[src/rtl/prach_pkg.sv]
// Shared PRACH front-end constants; the FFT length here must match the FFT stage.
package prach_pkg;

  localparam int PRACH_NUM_CP  = 198;
  localparam int PRACH_NUM_FFT = 1536;
  localparam int PRACH_NUM_REP = 2;

  // Counter width for a count range of 'range' values, never narrower than 1 bit.
  function automatic int cnt_width(input int range);
    return (range > 1) ? $clog2(range) : 1;
  endfunction

endpackage

[src/rtl/prach_cp_remove.sv]
// PRACH cyclic-prefix removal: locates occasions from sync_in, drops the CP and
// forwards NUM_REP back-to-back FFT blocks, each framed by sync_out.
module prach_cp_remove
  import prach_pkg::*;
#(
  parameter int NUM_CP  = PRACH_NUM_CP,
  parameter int NUM_FFT = PRACH_NUM_FFT,
  parameter int NUM_REP = PRACH_NUM_REP
) (
  input  logic        clk,
  input  logic        rst_n,
  input  logic [15:0] din_dr,
  input  logic [15:0] din_di,
  input  logic        din_dv,
  input  logic        sync_in,
  output logic [15:0] dout_dr,
  output logic [15:0] dout_di,
  output logic        dout_dv,
  output logic        sync_out,
  output logic        err_resync
);

  localparam int CPW = cnt_width(NUM_CP);
  localparam int FW  = cnt_width(NUM_FFT);
  localparam int RW  = cnt_width(NUM_REP);

  localparam logic [CPW-1:0] CP_LAST  = CPW'((NUM_CP > 0) ? NUM_CP - 1 : 0);
  localparam logic [FW-1:0]  FFT_LAST = FW'(NUM_FFT - 1);
  localparam logic [RW-1:0]  REP_LAST = RW'(NUM_REP - 1);

  typedef enum logic [1:0] {
    S_IDLE,
    S_CP,
    S_DATA
  } state_t;

  state_t          r_state;
  logic [CPW-1:0]  r_cp_cnt;
  logic [FW-1:0]   r_data_cnt;
  logic [RW-1:0]   r_rep_cnt;
  logic [15:0]     r_dout_dr;
  logic [15:0]     r_dout_di;
  logic            r_dout_dv;
  logic            r_sync_out;
  logic            r_err_resync;

  always_ff @(posedge clk or negedge rst_n) begin
    if (!rst_n) begin
      r_state      <= S_IDLE;
      r_cp_cnt     <= '0;
      r_data_cnt   <= '0;
      r_rep_cnt    <= '0;
      r_dout_dr    <= '0;
      r_dout_di    <= '0;
      r_dout_dv    <= 1'b0;
      r_sync_out   <= 1'b0;
      r_err_resync <= 1'b0;
    end else begin
      r_dout_dr    <= '0;
      r_dout_di    <= '0;
      r_dout_dv    <= 1'b0;
      r_sync_out   <= 1'b0;
      r_err_resync <= 1'b0;
      if (din_dv) begin
        if (sync_in) begin
          // Sync wins in every state: it always opens a new occasion on this sample.
          r_err_resync <= (r_state != S_IDLE);
          r_rep_cnt    <= '0;
          r_cp_cnt     <= '0;
          r_data_cnt   <= '0;
          if (NUM_CP == 0) begin
            r_state    <= S_DATA;
            r_dout_dr  <= din_dr;
            r_dout_di  <= din_di;
            r_dout_dv  <= 1'b1;
            r_sync_out <= 1'b1;
            r_data_cnt <= FW'(1);
          end else if (NUM_CP == 1) begin
            r_state <= S_DATA;
          end else begin
            r_state  <= S_CP;
            r_cp_cnt <= CPW'(1);
          end
        end else begin
          case (r_state)
            S_CP: begin
              if (r_cp_cnt == CP_LAST) begin
                r_state    <= S_DATA;
                r_cp_cnt   <= '0;
                r_data_cnt <= '0;
              end else begin
                r_cp_cnt <= r_cp_cnt + CPW'(1);
              end
            end
            S_DATA: begin
              r_dout_dr  <= din_dr;
              r_dout_di  <= din_di;
              r_dout_dv  <= 1'b1;
              r_sync_out <= (r_data_cnt == '0);
              if (r_data_cnt == FFT_LAST) begin
                r_data_cnt <= '0;
                if (r_rep_cnt == REP_LAST) begin
                  r_state   <= S_IDLE;
                  r_rep_cnt <= '0;
                end else begin
                  r_rep_cnt <= r_rep_cnt + RW'(1);
                end
              end else begin
                r_data_cnt <= r_data_cnt + FW'(1);
              end
            end
            default: ;
          endcase
        end
      end
    end
  end

  assign dout_dr    = r_dout_dr;
  assign dout_di    = r_dout_di;
  assign dout_dv    = r_dout_dv;
  assign sync_out   = r_sync_out;
  assign err_resync = r_err_resync;

endmodule
[config.mk]
export PLATFORM = sky130hd
export DESIGN_NAME = prach_cp_remove
export DESIGN_NICKNAME = d
export VERILOG_FILES = /design/src/rtl/prach_pkg.sv /design/src/rtl/prach_cp_remove.sv
export SDC_FILE = /design/constraint.sdc
export NUM_CORES = 1
export LEC_CHECK = 0
export ABC_AREA = 1
export BUFFER_PORTS_ARGS = -buffer_cell sky130_fd_sc_hd__clkbuf_2
export CORE_MARGIN = 8
export CORE_UTILIZATION = 35
export DETAILED_ROUTE_END_ITERATION = 10
export GPL_ROUTABILITY_DRIVEN = 0
export GPL_TIMING_DRIVEN = 1
export SETUP_SLACK_MARGIN = 0.05
export SKIP_LAST_GASP = 1
export SYNTH_ARGS = -nofsm -noshare
export SYNTH_HDL_FRONTEND = slang
export SYNTH_SLANG_ARGS = --single-unit
[constraint.sdc]
create_clock -name clk -period 2.59 [get_ports clk]
set_clock_uncertainty 0.15 [all_clocks]
set_input_delay 0 -clock clk [delete_from_list [all_inputs] [get_ports clk]]
set_output_delay 0 -clock clk [all_outputs]
set_load 0.05 [all_outputs]
**Word-level counts from Yosys, hierarchy flattened**

Cells that the tools add are included.

- Logic and storage cells: 59
- Output and inout bits: 35
- Flip-flop bits (word level): 57

- Reductions and logical operators: 10
- Muxes and demuxes: 30
- Eq/ne operators: 7
- $add $sub $neg: 3

Operators with widths:

| kind | number |
|---|---|
| $mux 16 | 6 |
| $mux 11 | 3 |
| $mux 8 | 3 |
| $pmux 11 s2 | 1 |
| $mux 1 | 12 |
| $add 11x1->11 const B | 1 |
| $eq 11x11->1 const B | 1 |
| $logic_not 11->1 | 1 |
| $ne 3x3->1 const B | 3 |
| $add 8x1->8 const B | 1 |
| $eq 8x8->1 const B | 1 |
| $mux 2 | 4 |
| $reduce_bool 2->1 | 4 |
| $reduce_and 3->1 | 2 |
| $reduce_and 5->1 | 1 |
| $pmux 2 s2 | 1 |
| $reduce_bool 3->1 | 1 |
| $eq 2x1->1 const B | 1 |
| $eq 2x2->1 const B | 1 |
| $reduce_and 2->1 | 1 |
| $add 1x1->1 const B | 1 |

**Logic depth before layout (Yosys ltp)**

Gate-level depths: netlist of run 1.

- Word-level depth: 5
- Mapped depth: 11
- Mapped depth without buffers: 10

**Worst setup path after synthesis of run 1**

No wires, ideal clock.

- Path kind: register to register
- From: register r_cp_cnt[1]
- To: register r_data_cnt[3]
- Path slack: 1098 ps
- Data required time: 2321 ps
- Cell stages (with the launch flop): 11
- Library setup time: 119 ps
- Period minus slack after synthesis: 1492 ps
- Arrival: 1223 ps
- Cells stage by stage: dfrtp_1 inv_1 ha_1 inv_1 nor2_1 nand3_1 nand2_1 buf_4 inv_1 a21oi_1 nor2_1

- Word-level cells in the longest chain between the ends: 3

Ends and longest elaborated chain:

| item | RTL line | source |
|---|---|---|
| from (decl) | prach_cp_remove.sv:38 | `logic [CPW-1:0] r_cp_cnt;` |
| from (signal assigned) | prach_cp_remove.sv:92 | `r_cp_cnt <= r_cp_cnt + CPW'(1);` |
| $eq 8x8->1 | prach_cp_remove.sv:87 | `if (r_cp_cnt == CP_LAST) begin` |
| $ne 3x3->1 (no line) | n/a |  |
| $reduce_and 3->1 (no line) | n/a |  |
| to (signal assigned) | prach_cp_remove.sv:109 | `r_data_cnt <= r_data_cnt + FW'(1);` |
| to (decl) | prach_cp_remove.sv:39 | `logic [FW-1:0] r_data_cnt;` |

No other way between the ends.
A chain may end at the register's enable or synchronous reset.

**Final worst setup path of run 1**

Same ends and word-level chain as after synthesis.

==> results of run 1 <==
[report_power, final]
group | internal, µW | switching (µW) | leakage, µW | total, µW
registers | 961 | 47.7 | 0.000782 | 1010
logic | 151 | 310 | 0.00112 | 461
clock network | 497 | 358 | 0.000103 | 855
[per-stage QoR]
stage          hold slack [ns]  power, µW
6_report               0.06328       2325
5_1_grt                 0.1103       2436
4_1_cts                0.07666       2344
3_5_place_dp           -0.1133       1444
3_3_place_gp           -0.1184       1438
2_1_floorplan          -0.4456       1309
[synthesized netlist by cell type (all sizes together)]
cell type	number	area, µm²
nand4	4	25.02
a21oi	7	35.03
ha	4	50.05
clkinv	1	3.750
o31ai	2	15.01
nor4	1	6.260
nand3b	2	15.01
inv	64	240.2
nand2	51	191.4
nor2	60	240.2
and3	1	6.260
xor2	3	26.28
o21ai	10	50.05
nor3	3	15.01
buf	5	27.53
a31oi	1	6.260
dfrtp	57	1426
nand3	17	85.08
or2	1	6.260
[path summary, 6_finish.rpt]
| kind | startpoint | to | slack (ns) | cells after the start |
|---|---|---|---|---|
| worst min register to register | r_cp_cnt[7] | r_cp_cnt[7] | 0.37 | 2 |
| worst max register to register | r_cp_cnt[1] | r_data_cnt[3] | 0.66 | 10 |
| min in group clk | din_di[11] | dout_di[11] | 0.25 | 4 |
| max in group asynchronous | rst_n | r_data_cnt[8] | 1.98 | 3 |
| worst min-delay path | rst_n | dout_di[0] | 0.06 | 3 |
| worst max-delay path | r_cp_cnt[1] | r_data_cnt[3] | 0.66 | 10 |
[worst max-delay path, stage by stage, from the launching register on]
cell     delay (ns)
dfrtp_1        0.42
inv_1          0.07
ha_1           0.13
inv_1          0.04
nor2_1         0.13
nand3_1        0.09
nand2_1        0.30
buf_4          0.24
inv_1          0.07
a21oi_1        0.12
nor2_1         0.05
[cells in the final DEF (no fill, tap or decap)]
cell type	synthesis	final
clkbuf_2	0	70
inv_1	63	63
dfrtp_1	57	57
nor2_1	56	56
nand2_1	51	51
dlygate4sd3_1	0	36
nand3_1	17	17
clkbuf_8	0	11
o21ai_0	8	8
a21oi_1	7	7
nand4_1	4	4
ha_1	4	4
nor2_2	3	3
nor3_1	3	3
xor2_1	3	3
nand3b_1	2	2
o21ai_1	2	2
o31ai_1	2	2
buf_4	1	2
nor2_4	1	1
inv_2	1	1
or2_2	1	1
nor4_1	1	1
clkinv_1	1	1
a31oi_1	1	1
and3_1	1	1
clkbuf_1	0	1
clkinvlp_4	0	1
clkinv_2	0	1
clkinv_4	0	1
bufinv_16	0	1
buf_12	0	1
[sequential cells by signal, summed over array words and instances (netlist names)]
name and flops:
sync_out 1, r_state 2, dout_di 16, dout_dv 1, r_rep_cnt 1, r_data_cnt 11, err_resync 1, dout_dr 16
r_cp_cnt 8
[layer usage]
layer,share of wire,vias to the layer above
met4,0.020,0
met2,0.45,62
met1,0.45,970
li1,-,1108
met5,0,-
met3,0.077,10
[logic make-up after synthesis]
| logic type | Yosys count | share of synthesized area |
|---|---|---|
| buf+inv | 70 | 0.1099 |
| compound gates | 20 | 0.04304 |
| flops | 57 | 0.5772 |
| simple gates | 140 | 0.2390 |
| fa+ha+maj | 4 | 0.02025 |
| xor+xnor | 3 | 0.01063 |
[area by class of cell]
type	instances	area [µm²]
Tap cell	96	120.1
Clock inverter	4	51.30
Inverter	65	244.0
Timing Repair Buffer	109	745.7
Multi-Input combinational cell	167	773.2
Fill cell	666	3316
Clock buffer	12	155.1
Sequential cell	57	1426
==> results.json, run 1 <==
{
  "outcome": "finished, final reports clean",
  "syn_nets": 334,
  "drv_cap": 0,
  "num_vias": 2150,
  "netlist_instances": 294,
  "cp.arrival_ns": 1.99,
  "cp-start-kind": "flop",
  "ir_worst_vdd_v": 0.0003922,
  "routed_wl_um": 6123,
  "place_hpwl_um": 4054,
  "avgRoutedWirePerCell_um": 12.01,
  "area_growth_pct": 42.28,
  "hold_class": "input port to asynchronous set/reset pin",
  "die_h_um": 100.0,
  "stdcell_area_mm2": 0.003516,
  "fin_ws_ns": 0.6623,
  "utilization": 0.5147,
  "ant_nets": 0,
  "cp.required_ns": 2.66,
  "grt_pass1_wl_um": 10540,
  "placed_cell_area_mm2": 0.002949,
  "finalMaxSlewViolations": 0,
  "cts_setup_buffers": 0,
  "clock-sinks": 57,
  "worst-path-max-fanout": 12,
  "period_minus_slack_ns": 1.928,
  "cts_resized": 0,
  "power_density_mw_per_mm2": 661.2,
  "io_buffers": 70,
  "root_buffer": "clkbuf_8",
  "initial_utilization": 0.3617,
  "cts_htree_levels": 3,
  "tns_ns": 0,
  "place_ws_ns": 0.7165,
  "rows": 30,
  "final.period_utilization": 0.7443,
  "critPathKind": "flop to flop",
  "viasPerCell": 4.216,
  "grt_max_degree": 58,
  "hold_viol": 0,
  "met2_usage": 0.2104,
  "final_cells": 510,
  "synth_seq_cells": 57,
  "syn_area_mm2": 0.002471,
  "drive_above_1_share": 0.2271,
  "cts_buffer_depth": 2,
  "antenna_found_initial": 0,
  "diodes": 0,
  "synth.distinct_cells": 24,
  "setup_viol": 0,
  "globalRoute.busiestLayer": "met2",
  "nets": 449,
  "fmax_mhz": 518.8,
  "ys_seq_area_frac": 0.5772,
  "grt_pass1_vias": 2285,
  "grt_overflow": 0,
  "clkTransAtPathRegs_ns": 0.07,
  "core_mm2": 0.006832,
  "drc_errors": 0,
  "cp-end-kind": "flop",
  "groute.usage.overall": 0.1338,
  "leakage_uw": 0.002002,
  "cts_hold_buf": 36,
  "max_slew_margin": 0.7449,
  "synth_area_per_cell_um2": 8.405,
  "yosys_warnings": 0,
  "first_pass_iters": 4,
  "io_pins": 71,
  "worst_skew_pair.late_latency_ns": 0.33,
  "drtIter0Drc": 101,
  "die_x_um": 100.0,
  "dp_cells": 458,
  "rsz0062_at_grt": "no",
  "use_met1": 0.1518,
  "numCtsBuffers": 9,
  "dieArea_mm2": 0.01001,
  "tightest_slew_ns": 0.3817,
  "use_met3": 0.05744,
  "cts_tree": "yes"
}
Note: power is estimated with default switching activity, not from simulation.
==> run 2: changes to the inputs <==
ABC_AREA = 0   (was 1)
clock period = 1.6 ns   (was 2.59 ns; I/O delays follow)
==> run 2 against run 1 <==
Effect of this change:
- the run now ends with negative hold slack, negative setup slack left
- area after synthesis grew 0.71%
- clock-buffer cell count shrank 2
- critical path depth fell by 4
- maximum frequency up 11%
- hold slack got worse by 0.077 ns
- critical path type unchanged
- largest power group is now the clock network
==> results.json, run 2 <==
{
  "outcome": "finished with violations",
  "violations": "negative hold slack, negative setup slack",
  "multi_input_area_mm2": 0.001074,
  "rsz0062_at_grt": "yes",
  "startpoint": "r_state[0]",
  "worst_skew_pair.late_latency_ns": 0.33,
  "diodes": 0,
  "hold_class": "input port to asynchronous set/reset pin",
  "avgRoutedWirePerCell_um": 14.52,
  "period_minus_slack_ns": 1.729,
  "fin_ws_ns": -0.1294,
  "place_hpwl_um": 4516,
  "crit_path_cell_trace": "buf_4 -> nand2b_1 -> nor2_4 -> buf_4 -> a41oi_1 -> a31oi_4",
  "cp-end-kind": "flop",
  "first_pass_iters": 4,
  "critPathMostFrequentCell": "buf_4",
  "cp-endpoint": "r_data_cnt[6]",
  "synth_edf_count": 0,
  "slowest_delay_ns": 0.39,
  "critPathKind": "flop to flop",
  "ys_async_sr_fraction": 1.000,
  "synthTopCellsByArea": "dfrtp_1 (57%), and2_1 (8.3%), nand2_1 (2.6%)",
  "synth_area_per_cell_um2": 11.16,
  "io_buffers": 70,
  "synth_most_common_cell": "dfrtp_1",
  "io_pins": 71,
  "dieArea_mm2": 0.01007,
  "final_cells": 470,
  "num_vias": 2181,
  "root_buffer": "clkbuf_8",
  "worst-path-buf-inv": 2,
  "drc_errors": 0,
  "nets": 409,
  "syn_area_mm2": 0.002489,
  "cp.required_ns": 1.70,
  "yosys.area.top_type": "dfrtp_1",
  "groute.usage.overall": 0.1415,
  "setup_viol": 11,
  "timing.rr.start": "r_state[0]",
  "place_ws_ns": -0.1076,
  "grt_overflow": 0,
  "synth_seq_cells": 57,
  "fmax_mhz": 578.2,
  "cts_tree": "yes",
  "viasPerCell": 4.640,
  "ys_seq_area_frac": 0.5732,
  "hold_ws_ns": -0.01328,
  "rows": 30,
  "max_slew_margin": 0.7097,
  "synth_top_area_frac": 0.5732,
  "initial_utilization": 0.3643,
  "grt_pass1_vias": 2315,
  "cp_slowest_cell": "dfrtp_1",
  "rr_endpoint": "r_data_cnt[6]",
  "synth.distinct_cells": 48,
  "final.period_utilization": 1.081,
  "finalMaxSlewViolations": 0,
  "hold_viol": 18,
  "crit_cells": 6,
  "leakage_uw": 0.001976,
  "drv_cap": 0,
  "drive_above_1_share": 0.3984,
  "clkTransAtPathRegs_ns": 0.07,
  "routed_wl_um": 6823,
  "fillers": 586,
  "ir_worst_vdd_v": 0.0005552,
  "core_mm2": 0.006832,
  "cp-start-kind": "flop",
  "cts_hold_buf": 36,
  "tightest_slew_ns": 0.4355,
  "netlist_instances": 223,
  "crit_family": "simple AND/OR/NAND/NOR gates",
  "synthFlopType": "dfrtp_1",
  "dp_cells": 417,
  "tns_ns": -0.6290,
  "grt_max_degree": 43,
  "yosys_warnings": 0,
  "syn_nets": 263,
  "power_density_mw_per_mm2": 914.6,
  "final_cell_mix": "clkbuf_2 (70), dfrtp_1 (57), dlygate4sd3_1 (35), buf_4 (35), and2_1 (33)",
  "worst-path-max-fanout": 6,
  "final_common_cell": "clkbuf_2",
  "register_area_mm2": 0.001426,
  "area_growth_pct": 58.32,
  "reg2reg_slack_ns": -0.13,
  "numCtsBuffers": 9,
  "grt_pass1_wl_um": 11120,
  "die_x_um": 100.3,
  "cp.arrival_ns": 1.83,
  "antenna_found_initial": 0,
  "clock-sinks": 57,
  "die_h_um": 100.3,
  "drtIter0Drc": 99,
  "ant_nets": 0,
  "cts_htree_levels": 3,
  "synth_common_cells": "dfrtp_1 (57), and2_1 (33), nand2_1 (17)",
  "cts_buffer_depth": 2,
  "r2r_cells": 6
}
run 2: worst min path at each step:
stage | startpoint | depth (start not counted) | end
2_1_floorplan | rst_n | 0 | dout_di[0]
3_3_place_gp | rst_n | 1 | r_cp_cnt[6]
3_5_place_dp | rst_n | 1 | r_cp_cnt[6]
4_1_cts | sync_in | 4 | r_data_cnt[10]
5_1_grt | sync_in | 4 | r_data_cnt[10]
6_report | rst_n | 2 | r_cp_cnt[6]
run 2: power by group:
| part | leakage, µW | switching, µW | internal (µW) | total, µW |
|---|---|---|---|---|
| clock network | 0.000113 | 600 | 924 | 1520 |
| registers | 0.000786 | 22.9 | 1490 | 1510 |
| logic | 0.00108 | 301 | 267 | 568 |
| total | 0.00198 | 925 | 2680 | 3600 |
run 2: what timing repair did:
item / in CTS / in global routing
gates resized for setup: 10 / 16
gates cloned: 0 / 1
hold endpoints to repair: 98 / 1
setup endpoints to repair: 22 / 62
buffers inserted: 1 / 0
pin swaps: 4 / 5
run 2: cell type report:
class                           instances  area share
Sequential cell                        57      0.3620
Clock inverter                          6     0.02286
Timing Repair Buffer                  145      0.2668
Inverter                               11     0.01048
Clock buffer                           10     0.03493
Multi-Input combinational cell        145      0.2725
Tap cell                               96     0.03049
run 2: kinds of logic after synthesis:
kind of cell / Yosys count / share of synthesized area
buffers and inverters: 21 / 0.04072
DFF: 57 / 0.5732
muxes: 1 / 0.004022
xor gates and xnor gates: 5 / 0.01760
adders and majority gates: 4 / 0.02011
AOI/OAI and AO/OA: 38 / 0.1181
and+or+nand+nor: 97 / 0.2263
run 2: per-layer routing:
metal  global-route usage  share of wire  vias to the layer above
li1                     -              -                     1065
met1               0.1763           0.44                     1031
met2               0.1969           0.44                       76
met3              0.07820           0.10                        9
met4              0.05581          0.013                        0
met5                    0              0                        -
run 2: worst reg2reg max path, cell delays in order (launching register included):
cell	delay [ns]
dfrtp_1	0.39
buf_4	0.16
nand2b_1	0.21
nor2_4	0.19
buf_4	0.16
a41oi_1	0.19
a31oi_4	0.20
run 2: metrics by stage:
step           hold slack, ns  cell area (µm²)  total power (µW)    util
3_5_place_dp          -0.1818             3212              1996  0.4701
3_3_place_gp          -0.1901             3212              1991  0.4701
2_1_floorplan         -0.4456             2507              1771       -
4_1_cts              -0.01751             3834              3614  0.5612
5_1_grt             -0.001178             3940              3762  0.5767
6_report             -0.01328             3940              3603  0.5767
